**src/rtl/uart_rx_sequencer.sv**
```systemverilog
// uart_rx_sequencer: 8N1 UART receiver with its own synchronizer, x16 baud
// tick generator, oversample/bit counters, shift register, holding register,
// valid/ready output handshake and error pulses.
// Optional build macro UART_RX_MAJORITY_EN: bit samples are a 3-tick majority
// vote of the synchronized line instead of a single sample.
module uart_rx_sequencer #(
   parameter int CLK_FREQ  = 125_000_000,
   parameter int BAUD_RATE = 9600,
   parameter int DATA_BITS = 8
) (
   input  logic       CLK,
   input  logic       RST,
   input  logic       RXD,
   input  logic       RX_READY,
   output logic [7:0] RX_DATA,
   output logic       RX_VALID,
   output logic       FRAME_ERR,
   output logic       OVERRUN,
   output logic       BAUD_X16_EN,
   output logic [1:0] fsm_state
);

   localparam int DIV = CLK_FREQ / (BAUD_RATE * 16);
   localparam int DIV_W = (DIV > 1) ? $clog2(DIV) : 1;
   localparam logic [DIV_W-1:0] DIV_LAST = DIV_W'(DIV - 1);
   localparam logic [2:0] LAST_BIT = 3'(DATA_BITS - 1);

   typedef enum logic [1:0] {
      IDLE  = 2'd0,
      START = 2'd1,
      DATA  = 2'd2,
      STOP  = 2'd3
   } state_t;

   state_t           state_q;
   logic             sync1_q;
   logic             rxdS_q;
   logic [DIV_W-1:0] divCnt_q;
   logic [3:0]       osCnt_q;
   logic [2:0]       bitCnt_q;
   logic [7:0]       shift_q;
   logic [7:0]       shift_d;
   logic [7:0]       rxData_q;
   logic             rxValid_q;
   logic             frameErr_q;
   logic             overrun_q;
   logic             armed_q;
   logic             sample_d;
   logic             tick;

`ifdef UART_RX_MAJORITY_EN
   logic [2:0]       hist_q;
`endif

   // The divider is held at zero in IDLE, so the oversample tick only exists while a frame is in progress.
   assign tick = (state_q != IDLE) && (divCnt_q == DIV_LAST);

   // Bit value used at a sampling tick and the shift register's next value with that bit inserted at the top data position.
   always_comb begin
`ifdef UART_RX_MAJORITY_EN
      sample_d = (hist_q[1] & hist_q[0]) | (hist_q[1] & rxdS_q) | (hist_q[0] & rxdS_q);
`else
      sample_d = rxdS_q;
`endif
      shift_d = shift_q >> 1;
      shift_d[DATA_BITS-1] = sample_d;
   end

`ifdef UART_RX_MAJORITY_EN
   // Rolling history of the synchronized line, advanced once per oversample tick.
   always_ff @(posedge CLK or negedge RST) begin
      if (!RST) begin
         hist_q <= 3'b111;
      end else if (tick) begin
         hist_q <= {hist_q[1:0], rxdS_q};
      end
   end
`endif

   // Receive sequencer: synchronizer, counters, shift register, holding register, handshake and error pulses.
   always_ff @(posedge CLK or negedge RST) begin
      if (!RST) begin
         state_q    <= IDLE;
         sync1_q    <= 1'b1;
         rxdS_q     <= 1'b1;
         divCnt_q   <= '0;
         osCnt_q    <= 4'd0;
         bitCnt_q   <= 3'd0;
         shift_q    <= 8'h00;
         rxData_q   <= 8'h00;
         rxValid_q  <= 1'b0;
         frameErr_q <= 1'b0;
         overrun_q  <= 1'b0;
         armed_q    <= 1'b1;
      end else begin
         sync1_q    <= RXD;
         rxdS_q     <= sync1_q;
         frameErr_q <= 1'b0;
         overrun_q  <= 1'b0;

         if (rxValid_q && RX_READY) begin
            rxValid_q <= 1'b0;
         end

         if (state_q == IDLE || tick) begin
            divCnt_q <= '0;
         end else begin
            divCnt_q <= divCnt_q + 1'b1;
         end

         case (state_q)
            IDLE: begin
               osCnt_q <= 4'd0;
               if (rxdS_q) begin
                  armed_q <= 1'b1;
               end
               if (!rxdS_q && armed_q) begin
                  state_q <= START;
               end
            end
            START: begin
               if (tick) begin
                  if (osCnt_q == 4'd7) begin
                     osCnt_q <= 4'd0;
                     if (!sample_d) begin
                        state_q  <= DATA;
                        bitCnt_q <= 3'd0;
                        shift_q  <= 8'h00;
                     end else begin
                        state_q <= IDLE;
                     end
                  end else begin
                     osCnt_q <= osCnt_q + 4'd1;
                  end
               end
            end
            DATA: begin
               if (tick) begin
                  osCnt_q <= osCnt_q + 4'd1;
                  if (osCnt_q == 4'd15) begin
                     shift_q  <= shift_d;
                     bitCnt_q <= bitCnt_q + 3'd1;
                     if (bitCnt_q == LAST_BIT) begin
                        state_q <= STOP;
                        osCnt_q <= 4'd0;
                     end
                  end
               end
            end
            STOP: begin
               if (tick) begin
                  osCnt_q <= osCnt_q + 4'd1;
                  if (osCnt_q == 4'd15) begin
                     state_q <= IDLE;
                     osCnt_q <= 4'd0;
                     if (sample_d) begin
                        if (rxValid_q && !RX_READY) begin
                           overrun_q <= 1'b1;
                        end else begin
                           rxData_q  <= shift_q;
                           rxValid_q <= 1'b1;
                        end
                     end else begin
                        frameErr_q <= 1'b1;
                        armed_q    <= 1'b0;
                     end
                  end
               end
            end
            default: state_q <= IDLE;
         endcase
      end
   end

   assign RX_DATA     = rxData_q;
   assign RX_VALID    = rxValid_q;
   assign FRAME_ERR   = frameErr_q;
   assign OVERRUN     = overrun_q;
   assign BAUD_X16_EN = tick;
   assign fsm_state   = state_q;

endmodule

```
**config.mk**
```make
export PLATFORM = sky130hd
export DESIGN_NAME = uart_rx_sequencer
export DESIGN_NICKNAME = d
export VERILOG_FILES = /design/src/rtl/uart_rx_sequencer.sv
export SDC_FILE = /design/constraint.sdc
export NUM_CORES = 1
export LEC_CHECK = 0
export CORE_ASPECT_RATIO = 2
export CORE_MARGIN = 2
export CORE_UTILIZATION = 58
export CTS_BUF_LIST = sky130_fd_sc_hd__clkbuf_8
export DETAILED_ROUTE_END_ITERATION = 6
export PLACE_DENSITY = 0.8
export SLEW_MARGIN = 30
export SYNTH_ARGS = -nofsm -noshare
export SYNTH_HDL_FRONTEND = slang
export SYNTH_SLANG_ARGS = --single-unit
```
**constraint.sdc**
```tcl
create_clock -name CLK -period 2.45 [get_ports CLK]
set_input_delay 0.49 -clock CLK [delete_from_list [all_inputs] [get_ports CLK]]
set_output_delay 0.49 -clock CLK [all_outputs]
set_load 0.01 [all_outputs]
```
## Yosys cells after proc, flatten, opt, wreduce, memory -nomap -nowiden

Index checks and enable logic that the tools add are counted.

| word-level totals | value |
|---|---|
| memory bits (read-only) | 0 |
| latch bits | 0 |
| logic and storage cells | 101 |
| bits in writable memories | 0 |
| output and inout port bits | 14 |
| input port bits | 4 |
| memories | 0 |
| bits in registers | 41 |

| operators by class | value |
|---|---|
| eq/ne operators | 18 |
| add/sub/neg operators | 3 |
| bitwise gates (word level) | 1 |
| multipliers | 0 |
| shifts and indexed selects | 0 |
| div/mod/pow operators | 0 |
| $lt $le $gt $ge | 0 |
| multiplexer cells | 51 |
| reductions and logical operators | 16 |

Operators with widths:

| operator | count |
|---|---|
| $mux W8 | 5 |
| $mux W4 | 7 |
| $ne A2 B2 Y1 const B | 10 |
| $mux W1 | 19 |
| $mux W2 | 9 |
| $pmux W4 S4 | 1 |
| $pmux W8 S2 | 1 |
| $mux W3 | 5 |
| $add A10 B1 Y10 const B | 1 |
| $eq A10 B10 Y1 const B | 1 |
| $mux W10 | 1 |
| $reduce_and A5 Y1 | 2 |
| $pmux W2 S4 | 1 |
| $reduce_and A8 Y1 | 1 |
| $pmux W3 S2 | 1 |
| $reduce_and A6 Y1 | 1 |
| $reduce_bool A2 Y1 | 3 |
| $add A4 B1 Y4 const B | 1 |
| $eq A2 B2 Y1 const B | 2 |
| $eq A4 B3 Y1 const B | 1 |
| $eq A4 B4 Y1 const B | 1 |
| $logic_and A1 B1 Y1 | 4 |
| $add A3 B1 Y3 const B | 1 |
| $eq A3 B3 Y1 const B | 1 |
| other kinds (8) | 9 |

## Logic depth before layout (Yosys ltp)

| depth | value |
|---|---|
| depth after elaboration | 7 |
| depth in mapped cells | 8 |
| mapped depth without buffers | 6 |

## Worst setup path before layout

Ideal clock, no wire load.

| path | value |
|---|---|
| path kind | reg-to-reg |
| from | register bitCnt_q[0] |
| to | register (tool-made name) |
| required time | 2325 ps |
| buffers on the path | 0 |
| data arrival time | 1733 ps |
| stages on the path, launching flop included | 7 |
| setup slack | 592 ps |
| period minus slack after synthesis | 1858 ps |
| setup time | 125 ps |
| path through | dfrtp_1 > ha_1 > ha_1 > or2_2 > a221oi_4 > nand3b_1 > mux2_2 |

RTL lines:

| item | line | text |
|---|---|---|
| from (decl) | 40 | `logic [2:0] bitCnt_q;` |
| from (signal assigned) | 142 | `bitCnt_q <= bitCnt_q + 3'd1;` |

## Worst setup path after layout

| path | value |
|---|---|
| from | register divCnt_q[4] |
| to | output BAUD_X16_EN |

| between the ends | value |
|---|---|
| cells in the longest elaborated chain, start to end | 2 |

RTL lines:

| item | line | text |
|---|---|---|
| from (decl) | 38 | `logic [DIV_W-1:0] divCnt_q;` |
| from (signal assigned) | 108 | `divCnt_q <= divCnt_q + 1'b1;` |
| $eq A10 B10 Y1 | 56 | `assign tick = (state_q != IDLE) && (divCnt_q == DIV_LAST);` |
| $logic_and A1 B1 Y1 | 56 |  |
| to (decl) | 19 | `output logic BAUD_X16_EN,` |

Every way passes these cells.

==> run metrics <==
All-Layer GR Usage=22.1%; largest net degree at the start of global routing=between 40 and 50; CP Capture Type=output pin; worst setup path class=register to output pin; CTS tree=yes; CTS max path bufs=2; initial antenna violation count=0; Synth Net Count=around 170; worst hold path type=input pin to asynchronous set/reset pin; DPL Wire Length=~2.4 mm; worst path arrival time=between 1.5 and 2 ns; maxcap violations=0; Fin Hold WS=around 0.16 ns; RSZ-0062 raised after global routing=no; FP Rows=29; endpoints failing setup=0; initial core utilization=59.9%; Final WS setup=around 0.27 ns; Setup Total Neg Slack=0 ns; routed len/inst=~16 um; status=complete, no violations; placed cell count=~200; Mapped Cells=about 160; Die X=around 44 um; # IOs=18; Slew headroom=61.5%; first-pass GRT wire length=6.11 mm; reg2reg setup slack=roughly 0.45 ns; DIE AREA=between 3000 and 4000 sq um; starting DRC count in detailed routing=25; top cells by count, synth=38 x dfrtp_1, 18 x nor2_1, 10 x a22o_1, 10 x mux2_2, 7 x nand2_1; synth top area cells=dfrtp_1 51%, mux2_2 6.0%, a22o_1 4.7%; Pre-antenna DRT Iters=4; Place WS=0.254 ns; Synth Cell Area=1870 sq um; Slew Limit Fails=0; Overall Power=roughly 1.6 mW; Critical Path Start Type=register; share of cells above drive strength 1=about 18%; post-layout util=between 60% and 70%; CTS root buf=clkbuf_8; Worst R2R End=bitCnt_q[0]$_DFFE_PN0P_; Pwr per Cell Area=between 700 and 800 nW/um^2; Final period util=between 80% and 90%; Post-synth ARST share=100%; Hold Vio Cnt, Final=0; origin of the critical flop-to-flop path=divCnt_q[4]$_DFF_PN0_; vias in the first global route=between 1,000 and 1,500; Final Skew=0.00959 ns; met3 Usage GRT=4.09%; DR vias/cell=about 6; CP required=1.96 ns; hold buffer count at CTS=0; met1 usage=between 20% and 30%; Synth Register Bits=41; Pleak=1.02 nW; routed vias=1,274; CTS buffer count=5; Max FO, Critical Path=5; post-route antenna net violation count=0; DRC=0; Core Box Area=about 3100 sq um; Synth warnings=0; GR peak layer=met2; H-tree depth=2; Setup crit start=divCnt_q[4]$_DFF_PN0_; final instance area=~2200 sq um; Syn Area/Cell=~12 sq um; Reg2Reg Depth=5; count leader, synth=dfrtp_1; met2 GRT Util=36.0%; # diodes=0; fin nets=approximately 190; worst vdd ir=around 0.67 mV; global route overflow=0; share of the synthesized area in the top cell type=between 50 and 60%; Worst Setup EP=BAUD_X16_EN; Placer Congestion=about 0.83; Area Growth Syn to Fin=16.8%; non-filler instance count after layout=~210; CTS Sinks=~40; CTS clock-pin slew for the worst setup and hold paths=0.07 ns; Die Y-Extent=approximately 84 um; Slew @ Worst Pin=~0.58 ns; ys flop type=dfrtp_1; Tmin final=2.18 ns; Post-Place Cell Area=2050 sq um; EDFF count, synth=0; Routed WL=3.41 mm; post-synth cell types=38; leading area contributor after synthesis=dfrtp_1; Fmax achieved=0.459 GHz; Skew-Pair Late Insertion Delay=between 0.2 and 0.3 ns; port buffer count=17; register area share after synthesis=a little under three fifths
[what timing repair did]
item,CTS,global route
resized for setup,2,0
setup endpoints to repair,1,0
setup buffers,2,0
[critical path: stages (launching register included)]
cell	delay (ns)
dfrtp_1	0.46
nor4b_4	0.33
and3_4	0.23
nor2b_1	0.11
dlygate4sd2_1	0.27
[cell families (layout without fill, tap and decap cells)]
| group | Yosys count | count (layout) | synth area share [%] |
|---|---|---|---|
| and+or+nand+nor | 57 | 57 | 17.5 |
| DFF | 41 | 41 | 55.1 |
| AOI/OAI and AO/OA | 25 | 25 | 10.5 |
| buffers and inverters | 12 | 34 | 3.28 |
| muxes | 10 | 10 | 6.02 |
| xor gates and xnor gates | 9 | 9 | 4.22 |
| adders and majority gates | 5 | 5 | 3.35 |
[registers in the layout (all words and copies together), names as in the netlist, 3 cells and up, named ones only]
signal    count
divCnt_q     10
osCnt_q       4
RX_DATA       8
shift_q       8
bitCnt_q      3
[routing by layer]
metal | wire (um) | up-vias
met5 | 0 | -
met4 | 97 | 0
met3 | 94 | 8
met2 | 1840 | 25
met1 | 1380 | 638
li1 | - | 603
[power breakdown]
group	leakage (nW)	internal, mW	switching [mW]
logic	0.405	0.121	0.177
registers	0.553	0.724	0.0485
clock network	0.0626	0.328	0.225
[worst min path at each step]
stage / start / end / slack, ns / depth (start not counted)
3_5_place_dp: sync1_q$_DFF_PN1_ / rxdS_q$_DFF_PN1_ / 0.35 / 0
2_1_floorplan: RST / FRAME_ERR$_DFF_PN0_ / 0.19 / 0
6_report: RST / divCnt_q[6]$_DFF_PN0_ / 0.16 / 1
4_1_cts: RST / shift_q[7]$_DFFE_PN0P_ / 0.34 / 1
5_1_grt: RST / divCnt_q[6]$_DFF_PN0_ / 0.20 / 1
3_3_place_gp: sync1_q$_DFF_PN1_ / rxdS_q$_DFF_PN1_ / 0.35 / 0
[layout by cell type (no fill, tap or decap), drive strengths merged, types with 2 or more instances in the layout]
| cell | count |
|---|---|
| nor4 | 2 |
| nand3b | 2 |
| clkbuf | 6 |
| ha | 5 |
| nand4 | 6 |
| a21oi | 6 |
| xnor2 | 4 |
| nand3 | 7 |
| a22o | 10 |
| o21ai | 5 |
| mux2 | 10 |
| inv | 6 |
| nand2 | 7 |
| and2 | 3 |
| nor2 | 18 |
| dfrtp | 38 |
| clkdlybuf4s50 | 15 |
| buf | 5 |
| xor2 | 5 |
| and3 | 4 |
| dfstp | 3 |
[area by class of cell]
class                           instances  area (sq um)
Sequential cell                        41          1030
Fill cell                             217           937
Inverter                                5          18.8
Timing Repair Buffer                   21           196
Clock buffer                            6          82.6
Tap cell                               31          38.8
Multi-Input combinational cell        106           783
Clock inverter                          2          33.8
No activity file was read; power rests on OpenSTA's default activity.
